[src/rtl/mult_err_sampler.sv]
// mult_err_sampler
//   Run controller for an approximate-vs-exact 32x32 signed multiplier pair.
//   It accepts a batch of operand pairs on a valid/ready stream and drives
//   them back-to-back onto an operand bus shared by both multipliers. LAT
//   edges after each issue it retires both 64-bit products and accumulates
//   the absolute error. It then presents the batch statistics on a held
//   valid/ready result port.
//
// Ports
//   clk, rst_n            clock (rising edge), async active-low reset
//   start, n_samples      batch start pulse (honoured in IDLE) and batch length
//   busy                  high while a batch is running, draining or reporting
//   in_valid/in_ready     operand stream handshake; in_a/in_b signed operands
//   mul_a, mul_b          registered operands to both multipliers
//   y_appx, y_exact       signed products returned by the multipliers
//   st_valid/st_ready     statistics handshake; st_valid holds until accepted
//   st_sum                saturating sum of |y_exact - y_appx|
//   st_max                largest |error| in the batch
//   st_nerr               number of samples with a nonzero error
//   st_cnt                number of samples retired
module mult_err_sampler #(
  parameter int unsigned LAT   = 3,
  parameter int unsigned ACC_W = 80,
  parameter int unsigned CNT_W = 16
) (
  input  logic             clk,
  input  logic             rst_n,
  input  logic             start,
  input  logic [CNT_W-1:0] n_samples,
  output logic             busy,
  input  logic             in_valid,
  output logic             in_ready,
  input  logic [31:0]      in_a,
  input  logic [31:0]      in_b,
  output logic [31:0]      mul_a,
  output logic [31:0]      mul_b,
  input  logic [63:0]      y_appx,
  input  logic [63:0]      y_exact,
  output logic             st_valid,
  input  logic             st_ready,
  output logic [ACC_W-1:0] st_sum,
  output logic [63:0]      st_max,
  output logic [CNT_W-1:0] st_nerr,
  output logic [CNT_W-1:0] st_cnt
);

  typedef enum logic [1:0] {
    S_IDLE,
    S_RUN,
    S_DRAIN,
    S_REPORT
  } state_t;

  state_t state, state_nx;

  logic [CNT_W-1:0] n_lat;
  logic [CNT_W-1:0] issued;
  logic [LAT-1:0]   vpipe;

  logic             xfer;
  logic             retire;
  logic             last_issue;
  logic             last_retire;
  logic             accept_start;

  logic [64:0]      diff;
  logic [64:0]      diff_abs;
  logic [63:0]      err;
  logic [ACC_W:0]   sum_ext;

  // Issue / retire bookkeeping
  assign accept_start = (state == S_IDLE) && start;
  assign xfer         = in_valid && in_ready;
  assign retire       = vpipe[LAT-1];
  assign last_issue   = xfer && ((issued + CNT_W'(1)) == n_lat);
  // The last retire is recognised by count so the pipe need not be inspected.
  assign last_retire  = retire && ((st_cnt + CNT_W'(1)) == n_lat);

  // Error of the sample being retired, in 65-bit signed arithmetic so the
  // full range of the difference of two 64-bit signed values is exact.
  always_comb begin
    diff     = {y_exact[63], y_exact} - {y_appx[63], y_appx};
    diff_abs = diff[64] ? (65'd0 - diff) : diff;
    err      = diff_abs[64] ? '1 : diff_abs[63:0];
    sum_ext  = {1'b0, st_sum} + (ACC_W + 1)'(err);
  end

  // FSM state register
  always_ff @(posedge clk or negedge rst_n) begin
    if (!rst_n) begin
      state <= S_IDLE;
    end else begin
      state <= state_nx;
    end
  end

  // FSM next state and handshake outputs
  always_comb begin
    state_nx = state;
    busy     = 1'b0;
    in_ready = 1'b0;
    st_valid = 1'b0;
    unique case (state)
      S_IDLE: begin
        if (start) begin
          state_nx = (n_samples == '0) ? S_REPORT : S_RUN;
        end
      end
      S_RUN: begin
        busy     = 1'b1;
        in_ready = (issued < n_lat);
        if (last_issue) begin
          state_nx = S_DRAIN;
        end
      end
      S_DRAIN: begin
        busy = 1'b1;
        if (last_retire) begin
          state_nx = S_REPORT;
        end
      end
      S_REPORT: begin
        busy     = 1'b1;
        st_valid = 1'b1;
        if (st_ready) begin
          state_nx = S_IDLE;
        end
      end
      default: state_nx = S_IDLE;
    endcase
  end

  // Operand bus, issue counter and valid pipe
  always_ff @(posedge clk or negedge rst_n) begin
    if (!rst_n) begin
      n_lat  <= '0;
      issued <= '0;
      mul_a  <= '0;
      mul_b  <= '0;
      vpipe  <= '0;
    end else begin
      // Shift every cycle; a bubble enters whenever no pair is transferred.
      vpipe <= (vpipe << 1) | LAT'(xfer);
      if (accept_start) begin
        n_lat  <= n_samples;
        issued <= '0;
      end else if (xfer) begin
        issued <= issued + CNT_W'(1);
      end
      if (xfer) begin
        mul_a <= in_a;
        mul_b <= in_b;
      end
    end
  end

  // Statistics accumulation
  always_ff @(posedge clk or negedge rst_n) begin
    if (!rst_n) begin
      st_sum  <= '0;
      st_max  <= '0;
      st_nerr <= '0;
      st_cnt  <= '0;
    end else if (accept_start) begin
      st_sum  <= '0;
      st_max  <= '0;
      st_nerr <= '0;
      st_cnt  <= '0;
    end else if (retire) begin
      st_sum  <= sum_ext[ACC_W] ? '1 : sum_ext[ACC_W-1:0];
      if (err > st_max) begin
        st_max <= err;
      end
      if (err != '0) begin
        st_nerr <= st_nerr + CNT_W'(1);
      end
      st_cnt <= st_cnt + CNT_W'(1);
    end
  end

endmodule

[config.mk]
export PLATFORM = sky130hd
export DESIGN_NAME = mult_err_sampler
export DESIGN_NICKNAME = d
export VERILOG_FILES = /design/src/rtl/mult_err_sampler.sv
export SDC_FILE = /design/constraint.sdc
export NUM_CORES = 1
export LEC_CHECK = 0
export CORE_MARGIN = 4
export CORE_UTILIZATION = 45
export DETAILED_ROUTE_END_ITERATION = 7
export DONT_BUFFER_PORTS = 1
export GPL_TIMING_DRIVEN = 0
export HOLD_SLACK_MARGIN = 0.02
export SLEW_MARGIN = 0
export SYNTH_ARGS = -nofsm -noshare
export SYNTH_HDL_FRONTEND = slang
export SYNTH_SLANG_ARGS = --single-unit
[constraint.sdc]
create_clock -name clk -period 4.85 [get_ports clk]
set_clock_uncertainty 0.05 [all_clocks]
set_input_delay 0.97 -clock clk [delete_from_list [all_inputs] [get_ports clk]]
set_output_delay 0.97 -clock clk [all_outputs]
set_load 0.02 [all_outputs]
==> results.sh <==
export IMPL_run_status="finished, violations left"
export IMPL_violations="setup timing"
export IMPL_cp_max_fo=6
export IMPL_yosysUniqueCellTypes=91
export IMPL_grt_ovfl_total=0
export IMPL_synth_warnings=0
export IMPL_peakVddDrop_uv=368
export IMPL_cp_slowest_stage_delay_ps=540
export IMPL_cts_sinks=277
export IMPL_ios=456
export IMPL_power_density_nw_per_um2=595
export IMPL_holdWs_ps=43.1
export IMPL_cts_buffer_depth=3
export IMPL_netSwitchingFraction_pct=51.2
export IMPL_slew_viol_final=0
export IMPL_routed_via_count=24700
export IMPL_fill_cells=5280
export IMPL_p_sw_w=0.00909
export IMPL_arrival_ps=8250
export IMPL_grt_pass1_wl_microns=139000
export IMPL_synth_edf_count=0
export IMPL_pwr_share_seq_pct=30.0
export IMPL_ant_nets=0
export IMPL_core_sq_um=55100
export IMPL_synth_area_per_cell_sq_um=7.64
export IMPL_die_area_sq_um=59500
export IMPL_wl_per_cell_microns=22.0
export IMPL_pwr_share_clk_pct=13.5
export IMPL_hpwl_microns=71100
export IMPL_nets=3838
export IMPL_async_flop_share_pct=100
export IMPL_netlist_area_sq_um=25000
export IMPL_track_usage_pct=29.1
export IMPL_period_share_pct=163
export IMPL_worstSetupEndpointType="flip-flop"
export IMPL_crit_path_start_kind="primary input"
export IMPL_die_width_microns=244
export IMPL_maxCapViolCount=0
export IMPL_pwr_share_comb_pct=56.5
export IMPL_internal_power_w=0.00866
export IMPL_remaining_drc_errors=0
export IMPL_grt_max_degree=276
export IMPL_cp_required_ps=5200
export IMPL_start_util_pct=45.5
export IMPL_fp_dieH_microns=244
export IMPL_finalSetupViolCount=160
export IMPL_grt_pass1_vias=24300
export IMPL_ys_seq_area_share_pct=27.7
export IMPL_totalWireLength_microns=92000
export IMPL_setup_ws_ps=-3050
export IMPL_dpl_cell_count=4027
export IMPL_area_growth_pct=19.1
export IMPL_postSynthCellCount=3279
export IMPL_fmax_mhz=127
export IMPL_ys_ff_latch=277
export IMPL_viasPerCell=5.92
export IMPL_dominantRegCellSynth="dfrtp_1"
export IMPL_fp_row_count=86
export IMPL_min_period_ps=7900
export IMPL_htreeDepth=1
export IMPL_crit_top_cell="a21oi_2"
export IMPL_synth_top_cells_by_area="dfrtp_1 28%, ha_1 11%, nand2_1 6.5%, a21oi_1 5.7%, nor2_1 4.9%"
export IMPL_fin_cells=4178
export IMPL_synth_area_leader_cell="dfrtp_1"
export IMPL_yosysMostFrequentCell="nand2_1"
export IMPL_hp_class="primary input to async pin"
export IMPL_grt_setup_unrepaired="true"
export IMPL_firstDrtPassIters=6
export IMPL_synth_top_area_share_pct=27.7
export IMPL_numCtsBuffers=30
export IMPL_cts_tree="built"
export IMPL_syn_num_nets=3712
export IMPL_finalSetupTns_ps=-427490
export IMPL_ys_top_cells_by_count="433 x nand2_1, 324 x nor2_1, 287 x a21oi_1"
export IMPL_worst_path_max_delay_cell="or4_4"
export IMPL_drt_iter0_drc=1687
export IMPL_ctsRootBufferMaster="clkbuf_16"
export IMPL_drive_gt1_share_pct=14.7
export IMPL_power_w=0.0177
export IMPL_gp_congestion=0.930
export IMPL_clkTransAtPathRegs_ps=60
export IMPL_worstSkewPairLatency_ps=580
export IMPL_slew_headroom_pct=25.7
export IMPL_tightest_slew_ps=1110
export IMPL_antenna_found_initial=0
export IMPL_hold_viol=0
export IMPL_port_buffers=0
export IMPL_crit_type="primary input to flip-flop"
export IMPL_p_leak_nw=13.6
[metal layers]
layer	part of all wire (%)	vias to the layer above	global-route usage (%)
met5	0	-	0
met4	3.0	0	7.63
met3	9.7	134	10.5
met2	45	753	46.0
met1	43	12000	38.0
li1	-	11800	-
[logic make-up after synthesis]
logic type | synth area share (%)
flip-flops | 27.7
AO/OA/AOI/OAI | 23.7
adder cells (fa/ha/maj) | 11.1
AND/OR/NAND/NOR | 23.2
multiplexers | 0.445
buffers and inverters | 5.80
XOR/XNOR | 8.11
[flip-flops by register name (all words and copies together), names as in the netlist]
register and flops:
st_cnt 16, vpipe 3, n_lat 16, issued 16, st_max 64, mul_b 32
st_nerr 16, mul_a 32, st_sum 80, state 2
[power groups by stage]
| stage | Sequential [W] | Combinational (W) | Clock (W) |
|---|---|---|---|
| finish | 0.00533 | 0.0100 | 0.00239 |
| CTS | 0.00531 | 0.00932 | 0.00243 |
| detailed placement | 0.00533 | 0.00878 | 0 |
| floorplan | 0.00473 | 0.00688 | 0 |
| global route | 0.00544 | 0.0111 | 0.00253 |
| global placement | 0.00532 | 0.00860 | 0 |
[timing repair]
action | in CTS | in global routing
cloned | 0 | 2
gates resized for setup | 187 | 176
setup buffers | 69 | 39
pin swaps | 97 | 71
endpoints found under the hold margin | 3 | 0
hold buffers | 2 | 0
endpoints found under the setup margin | 160 | 160
[worst max-delay path, delay by kind of cell]
kind	cells	cell delay [ps]
AND/OR/NAND/NOR	4	1010
AO/OA/AOI/OAI	23	4860
buffers and inverters	6	770
adder cells (fa/ha/maj)	2	590
[metrics by stage]
step	worst slack, ps	instance area (sq um)	utilization (%)
2_1_floorplan	-2940	25500	-
3_3_place_gp	-5380	26500	48.0
3_5_place_dp	-5460	26500	48.0
4_1_cts	-2910	28800	52.3
5_1_grt	-3340	29800	54.2
6_report	-3050	29800	54.2
[area by class of cell]
cell class	count	area (sq um)	share of cell area [%]
multi-input combinational	2623	18300	61.5
clock inverter	14	145	0.486
inverter	223	850	2.85
timing repair buffer	110	875	2.93
buffer	140	882	2.96
sequential	277	6930	23.2
antenna	1	2.50	0.00839
tap	748	936	3.14
clock buffer	42	867	2.91
[final timing paths]
| path | startpoint | end | slack, ps | cells past startpoint |
|---|---|---|---|---|
| hold reg to reg | vpipe[1]$_DFF_PN0_ | vpipe[2]$_DFF_PN0_ | 290 | 0 |
| setup / recovery | y_appx[13] | st_sum[73]$_DFFE_PN0P_ | -3050 | 35 |
| max in group asynchronous | rst_n | st_sum[60]$_DFFE_PN0P_ | 3930 | 0 |
| hold / removal | rst_n | st_max[9]$_DFFE_PN0P_ | 40 | 0 |
| min in group clk | vpipe[1]$_DFF_PN0_ | vpipe[2]$_DFF_PN0_ | 290 | 0 |
| setup reg to reg | n_lat[1]$_DFFE_PN0P_ | mul_a[3]$_DFFE_PN0P_ | 520 | 20 |
[cells in the final DEF (no fill, tap or decap), types with 47 or more instances in the layout]
master    Yosys  routed
a21o_1       90      90
buf_4         0     107
xor2_1      109     100
nand4_1      63      63
dfrtp_1     277     277
a31oi_1      68      50
nand2_1     433     411
and3_1       48      47
o21ai_0     206     178
a21oi_1     287     240
nor2_1      324     301
ha_1        218     194
inv_1       223     221
xnor2_1     123     116
nand3_1      68      64
clkbuf_1    135      89
No activity file was read; power rests on OpenSTA's default activity.
